**config.mk**
```make
export PLATFORM = sky130hd
export DESIGN_NAME = uart_tx_unit
export DESIGN_NICKNAME = d
export VERILOG_FILES = /design/src/rtl/uart_pkg.sv /design/src/rtl/uart_byte_fifo.sv /design/src/rtl/uart_tx_unit.sv
export SDC_FILE = /design/constraint.sdc
export NUM_CORES = 1
export LEC_CHECK = 0
export ABC_AREA = 1
export ABC_CLOCK_PERIOD_IN_PS = 2100
export CORE_ASPECT_RATIO = 1.1
export CORE_MARGIN = 10
export CORE_UTILIZATION = 61
export DETAILED_ROUTE_END_ITERATION = 6
export GPL_TIMING_DRIVEN = 0
export PLACE_DENSITY = 0.79
export SLEW_MARGIN = 20
export SYNTH_ARGS = -nofsm -noshare
export SYNTH_HDL_FRONTEND = slang
export SYNTH_SLANG_ARGS = --single-unit
```
**constraint.sdc**
```tcl
create_clock -name clk -period 2.1 [get_ports clk]
set_input_delay 0.42 -clock clk [delete_from_list [all_inputs] [get_ports clk]]
set_output_delay 0.42 -clock clk [all_outputs]
set_load 0.005 [all_outputs]
```
**src/rtl/uart_pkg.sv**
```systemverilog
// Shared definitions for the UART transmit path: FSM encoding, data width and
// the baud divider computation.
package uart_pkg;

  typedef enum logic [2:0] {
    ST_IDLE   = 3'd0,
    ST_START  = 3'd1,
    ST_DATA   = 3'd2,
    ST_PARITY = 3'd3,
    ST_STOP   = 3'd4
  } uart_state_t;

  localparam int UART_DATA_BITS = 8;

  // Integer truncation: the bit period is rounded down to whole clock cycles.
  function automatic int calc_baud_div(input int clk_freq, input int baud_rate);
    return clk_freq / baud_rate;
  endfunction

endpackage

```
**src/rtl/uart_byte_fifo.sv**
```systemverilog
// Synchronous-reset circular byte buffer with registered count/full/empty flags.
// Writes while full and reads while empty are ignored.
module uart_byte_fifo
  import uart_pkg::*;
#(
  parameter int DEPTH      = 16,
  parameter int INDEX_SIZE = 4
) (
  input  logic                      clk,
  input  logic                      rst,
  input  logic                      push,
  input  logic                      pop,
  input  logic [UART_DATA_BITS-1:0] din,
  output logic [UART_DATA_BITS-1:0] dout,
  output logic [INDEX_SIZE:0]       count,
  output logic                      full,
  output logic                      empty
);

  localparam logic [INDEX_SIZE:0]   FULL_COUNT = (INDEX_SIZE + 1)'(DEPTH);
  localparam logic [INDEX_SIZE:0]   CNT_ONE    = (INDEX_SIZE + 1)'(1);
  localparam logic [INDEX_SIZE-1:0] PTR_ONE    = INDEX_SIZE'(1);

  if (DEPTH != (1 << INDEX_SIZE)) begin : g_depth_check
    $error("uart_byte_fifo: DEPTH must equal 2**INDEX_SIZE");
  end

  logic [UART_DATA_BITS-1:0] mem [DEPTH];
  logic [INDEX_SIZE-1:0]     wr_ptr_reg;
  logic [INDEX_SIZE-1:0]     rd_ptr_reg;
  logic [INDEX_SIZE:0]       count_reg;
  logic [INDEX_SIZE:0]       count_next;
  logic                      full_reg;
  logic                      empty_reg;
  logic                      push_ok;
  logic                      pop_ok;

  // Acceptance is judged on pre-edge flags, so a push while full is lost even
  // if a pop frees a slot on the same edge.
  assign push_ok = push && !full_reg;
  assign pop_ok  = pop && !empty_reg;

  always_comb begin
    count_next = count_reg;
    if (push_ok && !pop_ok) begin
      count_next = count_reg + CNT_ONE;
    end else if (pop_ok && !push_ok) begin
      count_next = count_reg - CNT_ONE;
    end
  end

  always_ff @(posedge clk) begin
    if (push_ok) begin
      mem[wr_ptr_reg] <= din;
    end
  end

  always_ff @(posedge clk) begin
    if (rst) begin
      wr_ptr_reg <= '0;
      rd_ptr_reg <= '0;
      count_reg  <= '0;
      full_reg   <= 1'b0;
      empty_reg  <= 1'b1;
    end else begin
      if (push_ok) wr_ptr_reg <= wr_ptr_reg + PTR_ONE;
      if (pop_ok)  rd_ptr_reg <= rd_ptr_reg + PTR_ONE;
      count_reg <= count_next;
      full_reg  <= (count_next == FULL_COUNT);
      empty_reg <= (count_next == '0);
    end
  end

  assign dout  = mem[rd_ptr_reg];
  assign count = count_reg;
  assign full  = full_reg;
  assign empty = empty_reg;

endmodule

```
**src/rtl/uart_tx_unit.sv**
```systemverilog
// Buffered 8N1 UART transmitter: byte FIFO feeding a start/data/stop serialiser.
// Define UART_TX_PARITY_EN to insert an even-parity bit before the stop bit.
module uart_tx_unit
  import uart_pkg::*;
#(
  parameter int SYS_CLK_FREQ    = 100000000,
  parameter int UART_BAUD_RATE  = 115200,
  parameter int FIFO_DEPTH      = 16,
  parameter int FIFO_INDEX_SIZE = 4
) (
  input  logic                      clk,
  input  logic                      rst,
  input  logic                      wr_enabled,
  input  logic [UART_DATA_BITS-1:0] wr_data,
  output logic                      fifo_full,
  output logic [FIFO_INDEX_SIZE:0]  fifo_count,
  output logic                      overflow,
  output logic                      tx_busy,
  output logic                      Tx
);

  localparam int BAUD_DIV = calc_baud_div(SYS_CLK_FREQ, UART_BAUD_RATE);
  localparam int BAUD_W   = (BAUD_DIV < 2) ? 1 : $clog2(BAUD_DIV);
  localparam int BIT_W    = $clog2(UART_DATA_BITS);
  localparam logic [BAUD_W-1:0] BAUD_LAST = BAUD_W'(BAUD_DIV - 1);
  localparam logic [BAUD_W-1:0] BAUD_ONE  = BAUD_W'(1);
  localparam logic [BIT_W-1:0]  BIT_LAST  = BIT_W'(UART_DATA_BITS - 1);
  localparam logic [BIT_W-1:0]  BIT_ONE   = BIT_W'(1);

  if (BAUD_DIV < 2) begin : g_baud_check
    $error("uart_tx_unit: SYS_CLK_FREQ / UART_BAUD_RATE must be at least 2");
  end

  uart_state_t               state_reg;
  logic [BAUD_W-1:0]         baud_cnt_reg;
  logic [BIT_W-1:0]          bit_idx_reg;
  logic [UART_DATA_BITS-1:0] shift_reg;
  logic                      tx_reg;
  logic                      busy_reg;
  logic                      overflow_reg;
`ifdef UART_TX_PARITY_EN
  logic                      parity_reg;
`endif

  logic                      baud_end;
  logic                      fifo_pop;
  logic                      fifo_empty;
  logic                      fifo_full_w;
  logic [UART_DATA_BITS-1:0] fifo_dout;
  logic                      tx_next;

  uart_byte_fifo #(
    .DEPTH      (FIFO_DEPTH),
    .INDEX_SIZE (FIFO_INDEX_SIZE)
  ) u_fifo (
    .clk   (clk),
    .rst   (rst),
    .push  (wr_enabled),
    .pop   (fifo_pop),
    .din   (wr_data),
    .dout  (fifo_dout),
    .count (fifo_count),
    .full  (fifo_full_w),
    .empty (fifo_empty)
  );

  assign baud_end = (baud_cnt_reg == BAUD_LAST);

  // Pop from IDLE, or at the end of STOP so the next frame follows with no gap.
  assign fifo_pop = !fifo_empty &&
                    ((state_reg == ST_IDLE) || ((state_reg == ST_STOP) && baud_end));

  // Line level is derived from the current state and registered, so Tx
  // trails the state by one cycle; tx_busy is registered the same way.
  always_comb begin
    tx_next = 1'b1;
    case (state_reg)
      ST_START:  tx_next = 1'b0;
      ST_DATA:   tx_next = shift_reg[0];
`ifdef UART_TX_PARITY_EN
      ST_PARITY: tx_next = parity_reg;
`endif
      default:   tx_next = 1'b1;
    endcase
  end

  always_ff @(posedge clk) begin
    if (rst) begin
      state_reg    <= ST_IDLE;
      baud_cnt_reg <= '0;
      bit_idx_reg  <= '0;
      shift_reg    <= '0;
      tx_reg       <= 1'b1;
      busy_reg     <= 1'b0;
      overflow_reg <= 1'b0;
`ifdef UART_TX_PARITY_EN
      parity_reg   <= 1'b0;
`endif
    end else begin
      if (wr_enabled && fifo_full_w) overflow_reg <= 1'b1;
      tx_reg   <= tx_next;
      busy_reg <= (state_reg != ST_IDLE);

      case (state_reg)
        ST_IDLE: begin
          if (!fifo_empty) begin
            shift_reg    <= fifo_dout;
`ifdef UART_TX_PARITY_EN
            parity_reg   <= ^fifo_dout;
`endif
            baud_cnt_reg <= '0;
            state_reg    <= ST_START;
          end
        end
        ST_START: begin
          if (baud_end) begin
            baud_cnt_reg <= '0;
            bit_idx_reg  <= '0;
            state_reg    <= ST_DATA;
          end else begin
            baud_cnt_reg <= baud_cnt_reg + BAUD_ONE;
          end
        end
        ST_DATA: begin
          if (baud_end) begin
            baud_cnt_reg <= '0;
            shift_reg    <= shift_reg >> 1;
            bit_idx_reg  <= bit_idx_reg + BIT_ONE;
            if (bit_idx_reg == BIT_LAST) begin
`ifdef UART_TX_PARITY_EN
              state_reg <= ST_PARITY;
`else
              state_reg <= ST_STOP;
`endif
            end
          end else begin
            baud_cnt_reg <= baud_cnt_reg + BAUD_ONE;
          end
        end
`ifdef UART_TX_PARITY_EN
        ST_PARITY: begin
          if (baud_end) begin
            baud_cnt_reg <= '0;
            state_reg    <= ST_STOP;
          end else begin
            baud_cnt_reg <= baud_cnt_reg + BAUD_ONE;
          end
        end
`endif
        ST_STOP: begin
          if (baud_end) begin
            baud_cnt_reg <= '0;
            if (!fifo_empty) begin
              shift_reg  <= fifo_dout;
`ifdef UART_TX_PARITY_EN
              parity_reg <= ^fifo_dout;
`endif
              state_reg  <= ST_START;
            end else begin
              state_reg  <= ST_IDLE;
            end
          end else begin
            baud_cnt_reg <= baud_cnt_reg + BAUD_ONE;
          end
        end
        default: state_reg <= ST_IDLE;
      endcase
    end
  end

  assign fifo_full = fifo_full_w;
  assign overflow  = overflow_reg;
  assign tx_busy   = busy_reg;
  assign Tx        = tx_reg;

endmodule
```
==> run metrics, run 1 <==
DRC 0; Ports 20; Die ar. around 17000 um^2; worst min-delay path category reg -> reg; Syn Area/Cell about 11 um^2; Core Rows about 40; status finished, final reports clean; # diodes 0; drt pass-1 iters 6; RSZ-0062 raised after global routing false; final WL around 19000 um; Slew @ Worst Pin around 0.80 ns; I/O Buffers 19; Mapped Nets ~700; Critical Path Fanout Max 8; Slew HR 46.7%; post-synthesis sequential area ratio roughly two thirds; Detailed Route Iter0 Violations slightly below 700; vias per std cell approximately 6.2; share of cells above drive strength 1 between 10 and 15%; max reg flops between 100 and 150; critical path endpoint category flip-flop; Worst EP required between 2 and 2.5 ns; Final period util a little over nine tenths; routability cong. roughly 0.89; pin count of the biggest net entering global routing 17; clk_lat worst skew roughly 0.43 ns; Crit Path Class in -> reg; Die H around 130 um; leakage power 0.00299 uW; initial core utilization 63.2%; Post-synth EDFFs around 130; data arrival time of the worst path ~2.1 ns; cell count after placement ~860; Clock Pin Slew Worst Setup and Hold Paths about 0.060 ns; post-DP HPWL about 12000 um; Yosys top cell area share a little over half; commonest non-fill, non-tap cells in the layout edfxtp_1, nor2_1, o21ai_0, nand2_1, dfxtp_1; flop and latch count out of synthesis ~170; crit start category primary input; Multi-input gate area ~2300 um^2; initial antenna violation count 0; most common cell after layout, fill and taps aside edfxtp_1; H-tree level count 4; Total Routing Usage GR about 22%; largest cells by area after synthesis edfxtp_1, dfxtp_1, nor2_1; Post-DRT Antenna Nets 0; first-pass GRT wire length about 29000 um; total grt overflow 0; Final Hold Viols 0; f_max 0.497 GHz; Worst IR Drop VDD approximately 0.84 mV; largest area contributor in the netlist edfxtp_1; top_reg_cell synth edfxtp_1; count of different cell masters after synthesis 40; Post-Route Setup TNS 0 ns; area delta synth->final 14.7%; fin nets about 750; routed via count 5529; hold_ws between 0.4 and 0.5 ns; Post CTS Setup Buffer Count 0; clock skew approximately 0.009 ns; Period minus WS final 2.01 ns; die width between 100 and 150 um; Slew Limit Fails 0; Ys Warns 0; Num CTS Buffers 17; mapped cell area 7330 um^2; Total Power ~11000 uW; final-report setup violation count 0; WL/cell between 20 and 25 um; Synth Instances about 690; Core ar. 11600 um^2; CTS tree done; sequential cell area around 4800 um^2; clock buffer depth 2; Power per Cell Area approximately 1300 nW/um^2; final cell count without fillers 888; fillers 830; number of max-cap violations 0; Synth async-reset ratio 0%; Sink Count 174; vias in the first global route 5492; Root Driver clkbuf_16
routing by layer:
layer  GRT usage [%]  part of all wire, %  vias to the layer above
met2            38.8                   50                      327
met4            12.9                  4.8                        0
met3            5.17                  8.8                       62
li1                -                    -                     2496
met5               0                    0                        -
met1            24.4                   36                     2644
cell type report:
class	instances	area share, %
inverters	46	2.11
plain buffers	29	1.68
multi-input cells	440	27.6
flip-flops and latches	174	56.7
clock inverters	12	2.31
repair buffers	19	2.26
clock buffers	18	5.10
well taps	150	2.23
Yosys cell counts, types with 2 or more instances:
cell      instances
ha_1             10
inv_4             2
dfxtp_1          46
nor3_1            4
nand3_2           2
nand2_4           4
a21oi_1          27
nor2_1          139
o21ai_0          75
nand4_1           6
inv_2             3
o21a_1            3
clkbuf_1         20
o211ai_1         19
nand3_1          42
xor2_1            5
buf_2             6
buf_1             2
o221ai_1         10
a211oi_1          2
nand2_1          72
nor2_4            3
edfxtp_1        128
inv_1            41
o22ai_1           3
stage by stage:
step | worst slack [ns] | util [%] | instance area [um^2]
after detailed placement | -0.764 | 66.5 | 7710
after global placement | -0.676 | 66.5 | 7710
after floorplan | 0.312 | - | 7330
after CTS | -0.260 | 72.3 | 8380
after global routing | 0.000524 | 72.5 | 8410
final | 0.0884 | 72.5 | 8410
what timing repair did:
item	in CTS	in global routing
endpoints found under the setup margin	116	48
gates resized for setup	18	25
hold buffers	0	0
power breakdown:
part           switching, uW  internal, uW  total (uW)
clock                   1260          2090        3350
combinational           2400          1090        3480
sequential               211          3980        4190
total                   3870          7160       11000
kinds of logic after synthesis:
kind of cell	share of synthesized area (%)
simple gates	16.7
buf+inv	4.06
fa+ha+maj	1.71
flops	65.0
xor+xnor	0.597
compound gates	11.9
final timing paths:
check | startpoint | to | slack, ns | cells after the start
setup / recovery | wr_enabled | u_fifo.mem[15][5] | 0.09 | 7
hold / removal | shift_reg[2] | shift_reg[2] | 0.47 | 2
setup reg to reg | flip-flop | shift_reg[6] | 0.10 | 8
hold reg to reg | shift_reg[2] | shift_reg[2] | 0.47 | 2
critical path, cell delays in order:
cell	delay (ns)
clkdlybuf4s50_1	0.48
inv_1	0.07
nor2_4	0.23
inv_2	0.13
nor2_1	0.17
inv_1	0.11
nor2_2	0.44
(Power assumes the default switching activity.)
==> inputs of run 2 (changes only) <==
Settings changed: CORE_UTILIZATION 61 to 56, PLACE_DENSITY 0.79 to 0.73.
==> run 2 against run 1 <==
Against the previous run: critical path depth is 2 lower; non-clock buffer count stayed put; via count is 3.8% lower; sequential share of layout area is 0.27 points higher; clock power is 8.4% lower; first-iteration DRC count is 1.6% lower; critical path type unchanged; critical endpoint is now u_fifo.mem[4][5]; highest routed layer unchanged.
==> run metrics, run 2 (synthesis results as in run 1) <==
routability cong. between 0.8 and 0.9; combinational share of power 31.7%; internal power approximately 6900 uW; WL/cell about 20 um; DRC 0; Core Rows 43; Post-DRT Antenna Nets 0; final WL between 15000 and 20000 um; Die H 140 um; Post CTS Setup Buffer Count 0; vias in the first global route around 5100; first-pass GRT wire length between 20000 and 30000 um; Die ar. about 18000 um^2; Worst IR Drop VDD between 0.7 and 0.8 mV; initial core utilization approximately 58%; Worst EP required roughly 2.2 ns; data arrival time of the worst path 2.06 ns; Slew Limit Fails 0; initial antenna violation count 0; I/O Buffers 19; fin util between 60% and 70%; worst min-delay path category reg -> reg; critical path endpoint category flip-flop; Reg power frac 39.4%; number of max-cap violations 0; clk_lat worst skew roughly 0.43 ns; Power per Cell Area between 1000 and 1500 nW/um^2; routed via count 5318; most common cell after layout, fill and taps aside nor2_1; Period minus WS final around 2 ns; Final period util 95.4%; net switching power 3770 uW; leakage power 0.00297 uW; CP Launch Point wr_enabled; Core ar. about 13000 um^2; status finished, final reports clean; vias per std cell 5.93; RSZ-0062 raised after global routing false; Post-Route Setup TNS 0 ns; share of cells above drive strength 1 approximately a tenth; max reg flops approximately 130; crit start category primary input; CTS tree done; fin nets 748; fillers between 900 and 1000; Ports 20; Num CTS Buffers 17; Clk pwr share 28.9%; drt pass-1 iters 5; clock skew ~0.0071 ns; pin count of the biggest net entering global routing 17; commonest non-fill, non-tap cells in the layout nor2_1, edfxtp_1, o21ai_0, nand2_1, dfxtp_1; Critical Path Fanout Max 8; Total Routing Usage GR between 20 and 25%; Sink Count 174; final-report setup violation count 0; Hold Startpoint shift_reg[2]; total grt overflow 0; Final Hold Viols 0; Slew @ Worst Pin approximately 0.86 ns; Root Driver clkbuf_16; Sw Ratio 35.4%; Detailed Route Iter0 Violations between 600 and 700; post-DP HPWL around 12000 um; Clock Pin Slew Worst Setup and Hold Paths ~0.060 ns; f_max about 0.50 GHz; die width between 100 and 150 um; clock buffer depth 2; # diodes 0; area delta synth->final 14.1%; Slew HR a little over two fifths; cts hold-fix bufs 0; H-tree level count 4; Crit Path Class in -> reg
-- run 2: changes by cell type in the layout (fill, tap and decap cells not counted), moves of 4 or more --
cell,change
nor2_1,+6
bufinv_16,-5
clkbuf_2,-4
clkbuf_1,+4
nor2_2,-7
-- run 2: path summary, 6_finish.rpt --
path | endpoint | slack [ns] | cells after the start
max reg2reg | shift_reg[6] | 0.11 | 10
min | shift_reg[2] | 0.47 | 2
min reg2reg | shift_reg[2] | 0.47 | 2
max | u_fifo.mem[4][5] | 0.1 | 5
-- run 2: worst max-delay path: stages --
cell and delay (ns):
clkdlybuf4s50_1 0.48, inv_1 0.07, nor2_4 0.22, nand2_1 0.19, nor2_1 0.69
-- run 2: area by class of cell --
| cell class | count | area [um^2] | area share, % |
|---|---|---|---|
| plain buffers | 29 | 131 | 1.57 |
| clock inverters | 8 | 48.8 | 0.583 |
| inverters | 46 | 178 | 2.12 |
| multi-input cells | 440 | 2310 | 27.6 |
| flip-flops and latches | 174 | 4760 | 56.9 |
| repair buffers | 19 | 190 | 2.27 |
| well taps | 157 | 196 | 2.35 |
| clock buffers | 24 | 546 | 6.52 |
-- run 2: per-layer routing --
metal  share of wire (%)  vias up  routed length, um  track usage (%)
met3                 7.3       40               1300             4.76
met2                  51      229               9090             34.8
met5                   0        -                  0                0
met1                  39     2545               6860             23.2
li1                    -     2504                  -                -
met4                 3.1        0                561             9.41
-- run 2: what timing repair did --
item	4_1_cts	5_1_grt
gates resized for setup	11	19
pin swaps	0	1
gates cloned	0	0
endpoints found under the setup margin	75	105
-- run 2: stage by stage --
step / area (um^2) / hold slack, ns / total power (uW) / setup slack, ns / instances
floorplan: 7330 / 0.437 / 6420 / 0.312 / 689
global placement: 7720 / 0.448 / 7440 / -0.644 / 865
detailed placement: 7720 / 0.459 / 7540 / -0.707 / 865
CTS: 8340 / 0.470 / 10600 / -0.0418 / 897
global route: 8370 / 0.497 / 11100 / 0.000178 / 897
finish: 8370 / 0.470 / 10600 / 0.0974 / 897
-- run 2: power groups by stage --
stage / Combinational, uW / Clock, uW / Sequential, uW
2_1_floorplan: 2210 / 0 / 4200
3_3_place_gp: 3200 / 0 / 4240
3_5_place_dp: 3290 / 0 / 4250
4_1_cts: 3320 / 3090 / 4190
5_1_grt: 3700 / 3220 / 4220
6_report: 3370 / 3070 / 4190
